**config.mk**
```make
export PLATFORM = sky130hd
export DESIGN_NAME = mem_stage
export DESIGN_NICKNAME = d
export VERILOG_FILES = /design/src/rtl/legv8_pkg.sv /design/src/rtl/pipe_reg_en.sv /design/src/rtl/mem_stage.sv
export SDC_FILE = /design/constraint.sdc
export NUM_CORES = 1
export LEC_CHECK = 0
export ABC_AREA = 1
export CELL_PAD_IN_SITES_DETAIL_PLACEMENT = 1
export CELL_PAD_IN_SITES_GLOBAL_PLACEMENT = 1
export CORE_AREA = 2 2 246 248
export DETAILED_ROUTE_END_ITERATION = 10
export DIE_AREA = 0 0 248 250
export GPL_ROUTABILITY_DRIVEN = 0
export GPL_TIMING_DRIVEN = 1
export PLACE_DENSITY_LB_ADDON = 0.12
export REMOVE_ABC_BUFFERS = 1
export SYNTH_ARGS = -nofsm -noshare
export SYNTH_HDL_FRONTEND = slang
export SYNTH_SLANG_ARGS = --single-unit
```
**constraint.sdc**
```tcl
create_clock -name clk -period 15.2 [get_ports clk]
set_input_delay 1.52 -clock clk [delete_from_list [all_inputs] [get_ports clk]]
set_output_delay 1.52 -clock clk [all_outputs]
set_load 0.05 [all_outputs]
```
**src/rtl/legv8_pkg.sv**
```systemverilog
// Shared LEGv8 pipeline definitions.
// Holds the memory-stage FSM state encoding and the register-index width
// used by every pipeline register that carries a destination register.
package legv8_pkg;

   // Width of a register index (X0..X31)
   localparam int REG_W = 5;

   // Memory-stage bus FSM: wait for a memory op, hold the request until
   // acknowledged, then spend one cycle releasing the stall
   typedef enum logic [1:0] {
      IDLE = 2'd0,
      REQ  = 2'd1,
      DONE = 2'd2
   } mem_state_t;

endpackage

```
**src/rtl/pipe_reg_en.sv**
```systemverilog
// Generic pipeline register with load enable.
// Ports:
//   clk    - clock, rising edge
//   reset  - asynchronous active-high reset, clears the register to 0
//   en_i   - load enable; register holds its value when low
//   d_i    - next value
//   q_o    - registered value
module pipe_reg_en #(
   parameter int W = 8
) (
   input  logic         clk,
   input  logic         reset,
   input  logic         en_i,
   input  logic [W-1:0] d_i,
   output logic [W-1:0] q_o
);

   // Loads on enabled edges, otherwise holds; reset wins at any time
   always_ff @(posedge clk or posedge reset) begin
      if (reset) begin
         q_o <= '0;
      end else if (en_i) begin
         q_o <= d_i;
      end
   end

endmodule

```
**src/rtl/mem_stage.sv**
```systemverilog
// LEGv8 pipeline memory stage.
// Latches execute-stage results in an EX/MEM register, performs loads and
// stores over a request/acknowledge data-memory bus, resolves conditional
// branches and feeds the MEM/WB register read by writeback. It is the only
// source of pipeline stall: upstream stages freeze while a memory access is
// outstanding.
// Ports:
//   clk, reset                      - clock and asynchronous active-high reset
//   *_E                             - execute-stage valid, control and results
//   flush_E                         - squash the instruction entering from EX
//   dm_req/dm_we/dm_addr/dm_wdata   - data-memory request bus (outputs)
//   dm_rdata/dm_ack                 - data-memory response (inputs)
//   stall_M                         - freeze PC, IF/ID and ID/EX
//   PCSrc_M/PCBranch_M              - taken-branch indication and target
//   *_W                             - MEM/WB register contents
module mem_stage
   import legv8_pkg::*;
#(
   parameter int N = 64
) (
   input  logic             clk,
   input  logic             reset,
   input  logic             valid_E,
   input  logic             memRead_E,
   input  logic             memWrite_E,
   input  logic             branch_E,
   input  logic             regWrite_E,
   input  logic             memtoReg_E,
   input  logic [REG_W-1:0] rd_E,
   input  logic [N-1:0]     aluResult_E,
   input  logic [N-1:0]     writeData_E,
   input  logic [N-1:0]     PCBranch_E,
   input  logic             zero_E,
   input  logic             flush_E,
   output logic             dm_req,
   output logic             dm_we,
   output logic [N-1:0]     dm_addr,
   output logic [N-1:0]     dm_wdata,
   input  logic [N-1:0]     dm_rdata,
   input  logic             dm_ack,
   output logic             stall_M,
   output logic             PCSrc_M,
   output logic [N-1:0]     PCBranch_M,
   output logic             valid_W,
   output logic             regWrite_W,
   output logic             memtoReg_W,
   output logic [REG_W-1:0] rd_W,
   output logic [N-1:0]     readData_W,
   output logic [N-1:0]     aluResult_W
);

   localparam int EXM_W   = 7 + REG_W + 3 * N;
   localparam int MEMWB_W = 3 + REG_W + 2 * N;

   logic [EXM_W-1:0]   exMem_d;
   logic [EXM_W-1:0]   exMem_q;
   logic [MEMWB_W-1:0] memWb_d;
   logic [MEMWB_W-1:0] memWb_q;
   logic [N-1:0]       rdata_q;
   logic               rdataEn;
   logic               advance;

   logic               valid_M;
   logic               memRead_M;
   logic               memWrite_M;
   logic               branch_M;
   logic               regWrite_M;
   logic               memtoReg_M;
   logic               zero_M;
   logic [REG_W-1:0]   rd_M;
   logic [N-1:0]       aluResult_M;
   logic [N-1:0]       writeData_M;
   logic [N-1:0]       PCBranch_M_q;
   logic               memop_M;
   logic [N-1:0]       loadData;

   mem_state_t         state_q;
   mem_state_t         state_d;

   // Both pipeline registers advance together whenever no access is pending
   assign advance = ~stall_M;

   // A squashed instruction enters M as a bubble, keeping its other fields
   assign exMem_d = {valid_E & ~flush_E, memRead_E, memWrite_E, branch_E,
                     regWrite_E, memtoReg_E, zero_E, rd_E,
                     aluResult_E, writeData_E, PCBranch_E};

   pipe_reg_en #(.W(EXM_W)) uExMem (
      .clk   (clk),
      .reset (reset),
      .en_i  (advance),
      .d_i   (exMem_d),
      .q_o   (exMem_q)
   );

   assign {valid_M, memRead_M, memWrite_M, branch_M, regWrite_M, memtoReg_M,
           zero_M, rd_M, aluResult_M, writeData_M, PCBranch_M_q} = exMem_q;

   assign memop_M = valid_M & (memRead_M | memWrite_M);

   // Bus fields come straight from EX/MEM, so they stay put while stalled
   assign dm_addr  = aluResult_M;
   assign dm_wdata = writeData_M;
   assign dm_we    = memWrite_M;

   // The stall is released in DONE so that the edge leaving DONE both
   // retires the memory op into MEM/WB and admits the next instruction
   assign stall_M = memop_M & (state_q != DONE);

   assign PCSrc_M    = valid_M & branch_M & zero_M;
   assign PCBranch_M = PCBranch_M_q;

   // FSM state register; reset abandons any in-flight transaction
   always_ff @(posedge clk or posedge reset) begin
      if (reset) begin
         state_q <= IDLE;
      end else begin
         state_q <= state_d;
      end
   end

   // FSM next state and request; dm_ack only matters while requesting
   always_comb begin
      state_d = state_q;
      dm_req  = 1'b0;
      case (state_q)
         IDLE: begin
            if (memop_M) begin
               state_d = REQ;
            end
         end
         REQ: begin
            dm_req = 1'b1;
            if (dm_ack) begin
               state_d = DONE;
            end
         end
         DONE: begin
            state_d = IDLE;
         end
         default: begin
            state_d = IDLE;
         end
      endcase
   end

   // Load data is captured on the acknowledging edge and held for DONE
   assign rdataEn = (state_q == REQ) & dm_ack;

   pipe_reg_en #(.W(N)) uRdata (
      .clk   (clk),
      .reset (reset),
      .en_i  (rdataEn),
      .d_i   (dm_rdata),
      .q_o   (rdata_q)
   );

   // An access with both read and write set behaves as a store: no data
   assign loadData = (memRead_M & ~memWrite_M) ? rdata_q : '0;

   assign memWb_d = {valid_M, regWrite_M, memtoReg_M, rd_M, loadData, aluResult_M};

   pipe_reg_en #(.W(MEMWB_W)) uMemWb (
      .clk   (clk),
      .reset (reset),
      .en_i  (advance),
      .d_i   (memWb_d),
      .q_o   (memWb_q)
   );

   assign {valid_W, regWrite_W, memtoReg_W, rd_W, readData_W, aluResult_W} = memWb_q;

endmodule

```
Word level (Yosys, flattened, before mapping)
Cells that the tools add are included.
{ "totals": {"reg_bits": 406, "latch_bits": 0, "ramBits": 0, "rom_bits": 0, "input_bits": 272, "wordCells": 25, "memories": 0} }
{ "classes": {"addsub": 0, "n_mul": 0, "div": 0, "order_cmp": 0, "eq_ne": 4, "shift": 0, "n_mux": 5, "bitwise_logic": 10, "reduce_logical": 2} }
{ "op_table": {"columns": ["operator", "n"], "rows": [
  ["64-bit 2-to-1 mux", 1],
  ["1-bit bitwise AND", 7],
  ["2-bit != test, second input constant", 3],
  ["2-bit 2-to-1 mux", 2],
  ["2-bit case mux with 2 select lines", 1],
  ["2-bit by 1-bit == test with 1-bit output, second input constant", 1],
  ["2-bit logical NOT", 1],
  ["1-bit NOT", 2],
  ["2-bit AND reduction", 1],
  ["1-bit 2-to-1 mux", 1],
  ["1-bit bitwise OR", 1]
]} }

Logic depth before layout (Yosys ltp)
Gate-level depths: netlist (run 1).
{ "depth": {"word_depth": 4, "ltp_mapped": 7, "depth_no_buf": 5} }

Hierarchy
A second synthesis (run 1) with hierarchy kept.
{ "hier_totals": {"cells_unflattened": 1865, "area_unflattened_um2": 15991.6} }
{ "by_module_without_submodules": {"columns": ["mod", "n_inst", "cells_each", "area_each_um2", "seq_area_each_um2"], "rows": [
  ["pipe_reg_en (uExMem)", 1, 863, 7757.4, 5104.9],
  ["pipe_reg_en (uMemWb)", 1, 575, 5091.1, 3403.3],
  ["pipe_reg_en (uRdata)", 1, 271, 2449.8, 1601.5],
  ["mem_stage", 1, 156, 693.2, 50.0]
]} }

Least setup slack after synthesis (run 1)
Ideal clock, no wire load.
{ "synth_path": {"path_kind": "reg-to-output", "startpoint": "register uExMem.q_o[201]", "endpoint": "output port stall_M", "arrival_time_ns": 1.571, "required_time_ns": 13.680, "setup_slack_ns": 12.109, "path_stages_with_launch": 7, "path_cell_list": "dfrtp_1 inv_1 nand2_1 nand3_2 buf_2 buf_2 inv_1"} }
{ "synth_between": {"elab_chain_cells": 3} }
{ "synth_rtl": {"columns": ["element", "line", "source"], "rows": [
  ["from (decl)", "pipe_reg_en.sv:15", "output logic [W-1:0] q_o"],
  ["from (signal assigned)", "pipe_reg_en.sv:23", "q_o <= d_i;"],
  ["1-bit bitwise OR", "mem_stage.sv:99", "assign memop_M = valid_M & (memRead_M | memWrite_M);"],
  ["1-bit bitwise AND", "mem_stage.sv:99", null],
  ["1-bit bitwise AND", "mem_stage.sv:108", "assign stall_M = memop_M & (state_q != DONE);"],
  ["to (decl)", "mem_stage.sv:41", "output logic stall_M,"]
]} }
Every way passes these cells.

Worst setup path in the final report (run 1)
{ "layout_path": {"startpoint": "register state_q[0]", "endpoint": "output port stall_M"} }
{ "layout_between": {"elab_chain_cells": 2} }
{ "layout_rtl": {"columns": ["element", "line", "source"], "rows": [
  ["from (decl)", "mem_stage.sv:77", "mem_state_t state_q;"],
  ["from (signal assigned)", "mem_stage.sv:118", "state_q <= state_d;"],
  ["2-bit != test", "mem_stage.sv:108", null],
  ["1-bit bitwise AND", "mem_stage.sv:108", null]
]} }
Every way passes these cells.

==> reports/summary.txt, run 1 <==
power share of the clock group = 16.5%
Worst Tran Pin Value = 1.18 ns
synthesized area = 17,600 µm²
CP arrival = 2.56 ns
Max VDD drop = 137 µV
worst path required time = 13.68 ns
Post-Synthesis Cells = 2,028
HP Class = flip-flop to flip-flop
CTS Sinks = 406
Worst Setup Start Kind = flip-flop
Vias = 14.5k
Seq cells post-synth = 406
met3 WL post-DR = 4460 µm
initial antenna violation count = 12
Synth Area in Adders = 0%
post-placement cell count = 3,106
CTS tree = done
Post-Route WL = 63,300 µm
crit-path cells = inv_2 -> nand2_8 -> nand3_4 -> inv_1 -> clkdlybuf4s50_1
Crit path buffers/inverters = 3
hpwl dp = 42,700 µm
Final Instance Area = 24,300 µm²
WHS = 0.472 ns
die footprint = 62,000 µm²
critical path's slowest cell = clkdlybuf4s50_1
GRT Total Usage = 20.1%
clock skew = 0.0125 ns
starting density of the core = 29.6%
global-route wire length before repair = 95,500 µm
placed instance area = 22,700 µm²
Top delay family on crit path = buffers and inverters
Detail Route Antenna Nets = 0
Min Clock Period, post-route = 4.08 ns
fill cell count = 6,833
Sw Pwr = 3.57 mW
post-placement setup slack = 11.53 ns
PortBufs = 603
TNS Setup = 0 ns
Critical R2R Launch = state_q[0]
I/O pin count = 604
Die H = 250 µm
main combinational cell family by area after synthesis = simple AND/OR/NAND/NOR gates
Met2 Wirelength = 31,000 µm
critical path startpoint = state_q[0]
Int Power = 3.41 mW
status = finished clean
worst hold start = uExMem.q_o[193]
Gate power share = 55.8%
core box area = 59,600 µm²
Placement Rows = 90
share of the yosys chip area belonging to registers = 57.6%
Pleak = 11.7 nW
Initial DRT Pass Iterations = 7
fin nets = 2,646
RSZ-0062 raised after global routing = false
Worst-Skew Late Latency = 0.57 ns
CTS clk-pin slew, worst paths = 0.06 ns
WL met1 = 26,000 µm
vias in the first global route = 15.3k
mux cell area share after synthesis = 0%
commonest non-fill, non-tap cell in the layout = nand2_1
post-CTS resize count = 0
final setup fails = 0
critical path type = flip-flop to output pin
DRC Markers = 0
routed len/inst = 19.8 µm
drt initial violations = 747
H-tree depth = 2
uppermost layer routed = met5
Fmax = 0.245 GHz
hold_buf cts = 0
Synth Area in Compound Gates = 1.84%
post-synthesis xor/xnor area fraction = 0%
GRT overflow = 0
die width = 248 µm
post-CTS setup buffers = 0
Final Non-Filler Cells = 3,200
mean area per synthesized cell = 8.69 µm²
crit end category = output pin
Switching Share = 51.2%
max incr delay on CP = 0.80 ns
clk buf depth = 3
worst-path fanout max = 72
sequential cell fraction of total power = 27.8%
Via density = 4.53
area grow syn2layout = 37.9%
Pins Over Slew Limit = 0
Power per Cell Area = 287 nW/µm²
total CTS buffers = 48
Slew HR = 21.5%
Post-Synth Simple-Gate Area = 27.2%
Root Driver = clkbuf_16
max_cap viols = 0
fraction of layout cells with a size suffix above 1 = 4.19%
post-synth cell types = 14
crit share post-route = 26.8%
final worst slack = 11.12 ns
largest net degree at the start of global routing = 179
Synthesis Warnings = 0
Fin. Hold Viols = 0
commonest cells after routing, fill and taps aside = 747 x nand2_1, 603 x clkdlybuf4s50_1, 406 x dfrtp_1, 339 x nand3_1, 70 x inv_1
power by group through the flow:
| stage | clock (mW) | sequential (mW) | combinational [mW] |
|---|---|---|---|
| 2_1_floorplan | 0 | 3.40 | 1.06 |
| 3_3_place_gp | 0 | 1.93 | 3.92 |
| 3_5_place_dp | 0 | 1.96 | 3.95 |
| 4_1_cts | 1.19 | 1.95 | 3.96 |
| 5_1_grt | 1.23 | 2.01 | 4.16 |
| 6_report | 1.15 | 1.94 | 3.89 |
synthesized netlist by cell type:
master / number / share of area, %
buf_1: 2 / 0.043
nand3_2: 1 / 0.057
inv_1: 72 / 1.5
inv_2: 3 / 0.064
o21ai_0: 65 / 1.8
nand2_2: 1 / 0.036
clkbuf_1: 17 / 0.36
buf_4: 193 / 8.2
buf_2: 111 / 3.2
nand2_1: 748 / 16
nor2_1: 69 / 1.5
dfrtp_1: 406 / 58
nand3_1: 339 / 9.6
nor2_4: 1 / 0.064
flip-flops by register name, summed over array words and instances (netlist names):
signal / flops
uMemWb.q_o: 136
uRdata.q_o: 64
uExMem.q_o: 204
state_q: 2
through the flow:
stage          utilization, %  power (mW)
5_1_grt                  40.8        7.40
3_3_place_gp             38.2        5.85
4_1_cts                  40.8        7.10
6_report                 40.8        6.98
3_5_place_dp             38.2        5.91
2_1_floorplan               -        4.46
final timing paths:
| path | endpoint | slack (ns) | cells after the start |
|---|---|---|---|
| worst max-delay path | stall_M | 11.12 | 5 |
| max in group asynchronous | uExMem.q_o[11] | 12.16 | 3 |
| worst min-delay path | uMemWb.q_o[129] | 0.47 | 2 |
| worst max register to register | uExMem.q_o[120] | 11.99 | 7 |
| worst min register to register | uMemWb.q_o[129] | 0.47 | 2 |
| min in group asynchronous | uExMem.q_o[60] | 1.48 | 2 |
cell type report:
type                       instances  area, µm²  share of cell area, %
sequential                       406      10200                   41.8
timing repair buffer             619       6170                   25.4
multi-input combinational       1224       5140                   21.1
clock buffer                      76       1490                   6.12
tap                              782        978                   4.02
inverter                          75        290                   1.19
clock inverter                    11       80.1                  0.329
antenna                            7       17.5                 0.0720
worst reg2reg max path: cells and delay by family (launching register included):
kind	cells	cell delay (ns)
flops	1	0.42
buf+inv	3	1.86
simple gates	4	0.86
logic make-up (layout without fill, tap and decap cells):
| kind of cell | after synthesis | count (layout) |
|---|---|---|
| compound gates | 65 | 65 |
| buf+inv | 398 | 781 |
| flops | 406 | 406 |
| other cells | 0 | 7 |
| simple gates | 1159 | 1159 |
per-layer routing:
layer,up-vias,track usage (%)
met5,-,0
met1,7147,24.7
met4,14,6.93
li1,6867,-
met3,95,5.64
met2,363,33.6
Note: power is estimated with default switching activity, not from simulation.
==> inputs of run 2 (changes only) <==
==> constraint.sdc (replaced) <==
create_clock -name clk -period 3.52 [get_ports clk]
set_input_delay 0.352 -clock clk [delete_from_list [all_inputs] [get_ports clk]]
set_output_delay 0.352 -clock clk [all_outputs]
set_load 0.05 [all_outputs]
==> reports/summary.txt, run 2 (same netlist as run 1, synthesis figures left out) <==
Pins Over Slew Limit = 0 (unchanged)
final worst slack = 0.704 ns (-10.42 ns)
DRC Markers = 0 (unchanged)
Reg2Reg Depth = 6 (-1)
GRT Total Usage = 20.0% (-0.14 points)
fraction of layout cells with a size suffix above 1 = 4.15% (-0.041 points)
hpwl dp = 43,500 µm (+2.1%)
status = finished clean
critical path type = flip-flop to output pin
Detail Route Antenna Nets = 0 (unchanged)
Slew HR = 44.5% (+23 points)
Vias = 14.5k (+0.23%)
total CTS buffers = 48 (unchanged)
global-route wire length before repair = 95,000 µm (-0.56%)
clk buf depth = 3 (unchanged)
post-CTS resize count = 0 (unchanged)
TNS Setup = 0 ns (unchanged)
starting density of the core = 29.6% (unchanged)
Fin. Hold Viols = 0 (unchanged)
initial antenna violation count = 10 (-2)
WHS = 0.300 ns (-0.172 ns)
Via density = 4.54 (+0.33%)
hold_buf cts = 0 (unchanged)
GRT overflow = 0 (unchanged)
crit end category = output pin
fin nets = 2,659 (+0.49%)
final core occ = 40.9% (+0.11 points)
CTS Sinks = 406 (unchanged)
commonest non-fill, non-tap cell in the layout = nand2_1
Min Clock Period, post-route = 2.82 ns
critical path startpoint = state_q[0]
HP Class = primary input to async pin
Largest regs = uExMem.q_o x204, uMemWb.q_o x136, uRdata.q_o x64
CTS clk-pin slew, worst paths = 0.06 ns (about the same)
worst path required time = 3.17 ns (-10.51 ns)
Crit path buffers/inverters = 3 (unchanged)
Worst R2R Setup Slack = 1.22 ns (-10.77 ns)
largest net degree at the start of global routing = 153 (-15%)
commonest cells after routing, fill and taps aside = 747 x nand2_1, 602 x clkdlybuf4s50_1, 406 x dfrtp_1, 339 x nand3_1, 70 x inv_1
clock skew = 0.0183 ns (+0.00580 ns)
Root Driver = clkbuf_16
CP Depth = 5 (unchanged)
vias in the first global route = 15.4k (+0.65%)
Power per Cell Area = 1230 nW/µm² (+330%)
H-tree depth = 2 (unchanged)
Largest register FFs = 204 (unchanged)
CTS tree = done
Placement Rows = 90 (unchanged)
Worst Setup Start Kind = flip-flop
worst-path fanout max = 59 (-18%)
core box area = 59,600 µm² (unchanged)
Post-Route WL = 63,100 µm (-0.34%)
PortBufs = 603 (unchanged)
CP arrival = 2.46 ns (-0.10 ns)
area grow syn2layout = 38.3%
Worst-Skew Late Latency = 0.57 ns (about the same)
Critical R2R Launch = state_q[0]
RSZ-0062 raised after global routing = false
Worst Tran Pin Value = 0.832 ns (-0.344 ns)
post-CTS setup buffers = 0 (unchanged)
routed len/inst = 19.7 µm (-0.24%)
Top delay family on crit path = simple AND/OR/NAND/NOR gates
I/O pin count = 604 (unchanged)
crit-path cells = inv_2 -> nand2_8 -> nand3_4 -> inv_1 -> buf_12
final setup fails = 0 (unchanged)
worst reg2reg endpoint = uExMem.q_o[169]
critical path's slowest cell = nand3_4
drt initial violations = 855 (+14%)
max incr delay on CP = 0.57 ns (-0.23 ns)
die width = 248 µm (unchanged)
Largest Register = uExMem.q_o
post-placement setup slack = 1.20 ns (-10.33 ns)
die footprint = 62,000 µm² (unchanged)
Die H = 250 µm (unchanged)
crit share post-route = 80.0%
max_cap viols = 0 (unchanged)
Initial DRT Pass Iterations = 4 (-3)
Max VDD drop = 614 µV (+350%)
CP endpoint = stall_M
Pleak = 11.7 nW (+0.13%)
Fmax = 0.355 GHz
-- run 2: worst min path at each step --
stage                     depth (start not counted)            start         endpoint
after floorplan                                   2  uExMem.q_o[192]  uMemWb.q_o[128]
after global placement                            2  uExMem.q_o[195]  uMemWb.q_o[131]
after detailed placement                          2  uExMem.q_o[196]  uMemWb.q_o[132]
after CTS                                         3   PCBranch_E[21]   uExMem.q_o[21]
after global routing                              3    PCBranch_E[9]    uExMem.q_o[9]
final                                             2            reset   uExMem.q_o[95]
-- run 2: metal layers --
metal / vias up / part of all wire, % / GRT usage [%]
li1: 6878 / - / -
met1: 7168 / 41 / 24.4
met2: 373 / 49 / 33.5
met3: 87 / 7.4 / 6.41
met4: 14 / 2.5 / 5.49
met5: - / 0.13 / 0
-- run 2: final cells by class --
cell class / count / area, µm²
Tap cell: 782 / 978
Fill cell: 6764 / 35200
Timing Repair Buffer: 632 / 6430
Antenna cell: 4 / 10.0
Inverter: 75 / 290
Clock inverter: 7 / 37.5
Sequential cell: 406 / 10200
Multi-Input combinational cell: 1224 / 5140
Clock buffer: 67 / 1340
-- run 2: stage by stage --
stage / cells / total power, mW / cell area (µm²)
after detailed placement: 3119 / 25.7 / 23000
after floorplan: 1705 / 19.2 / 15600
after global routing: 3195 / 31.7 / 24400
after CTS: 3193 / 30.4 / 24400
after global placement: 3119 / 25.4 / 23000
final: 3197 / 29.9 / 24400
-- run 2: power by group --
| part | total, mW | internal, mW | switching [mW] |
|---|---|---|---|
| sequential | 8.35 | 6.99 | 1.36 |
| combinational | 17.0 | 4.94 | 12.1 |
| clock | 4.56 | 2.62 | 1.94 |
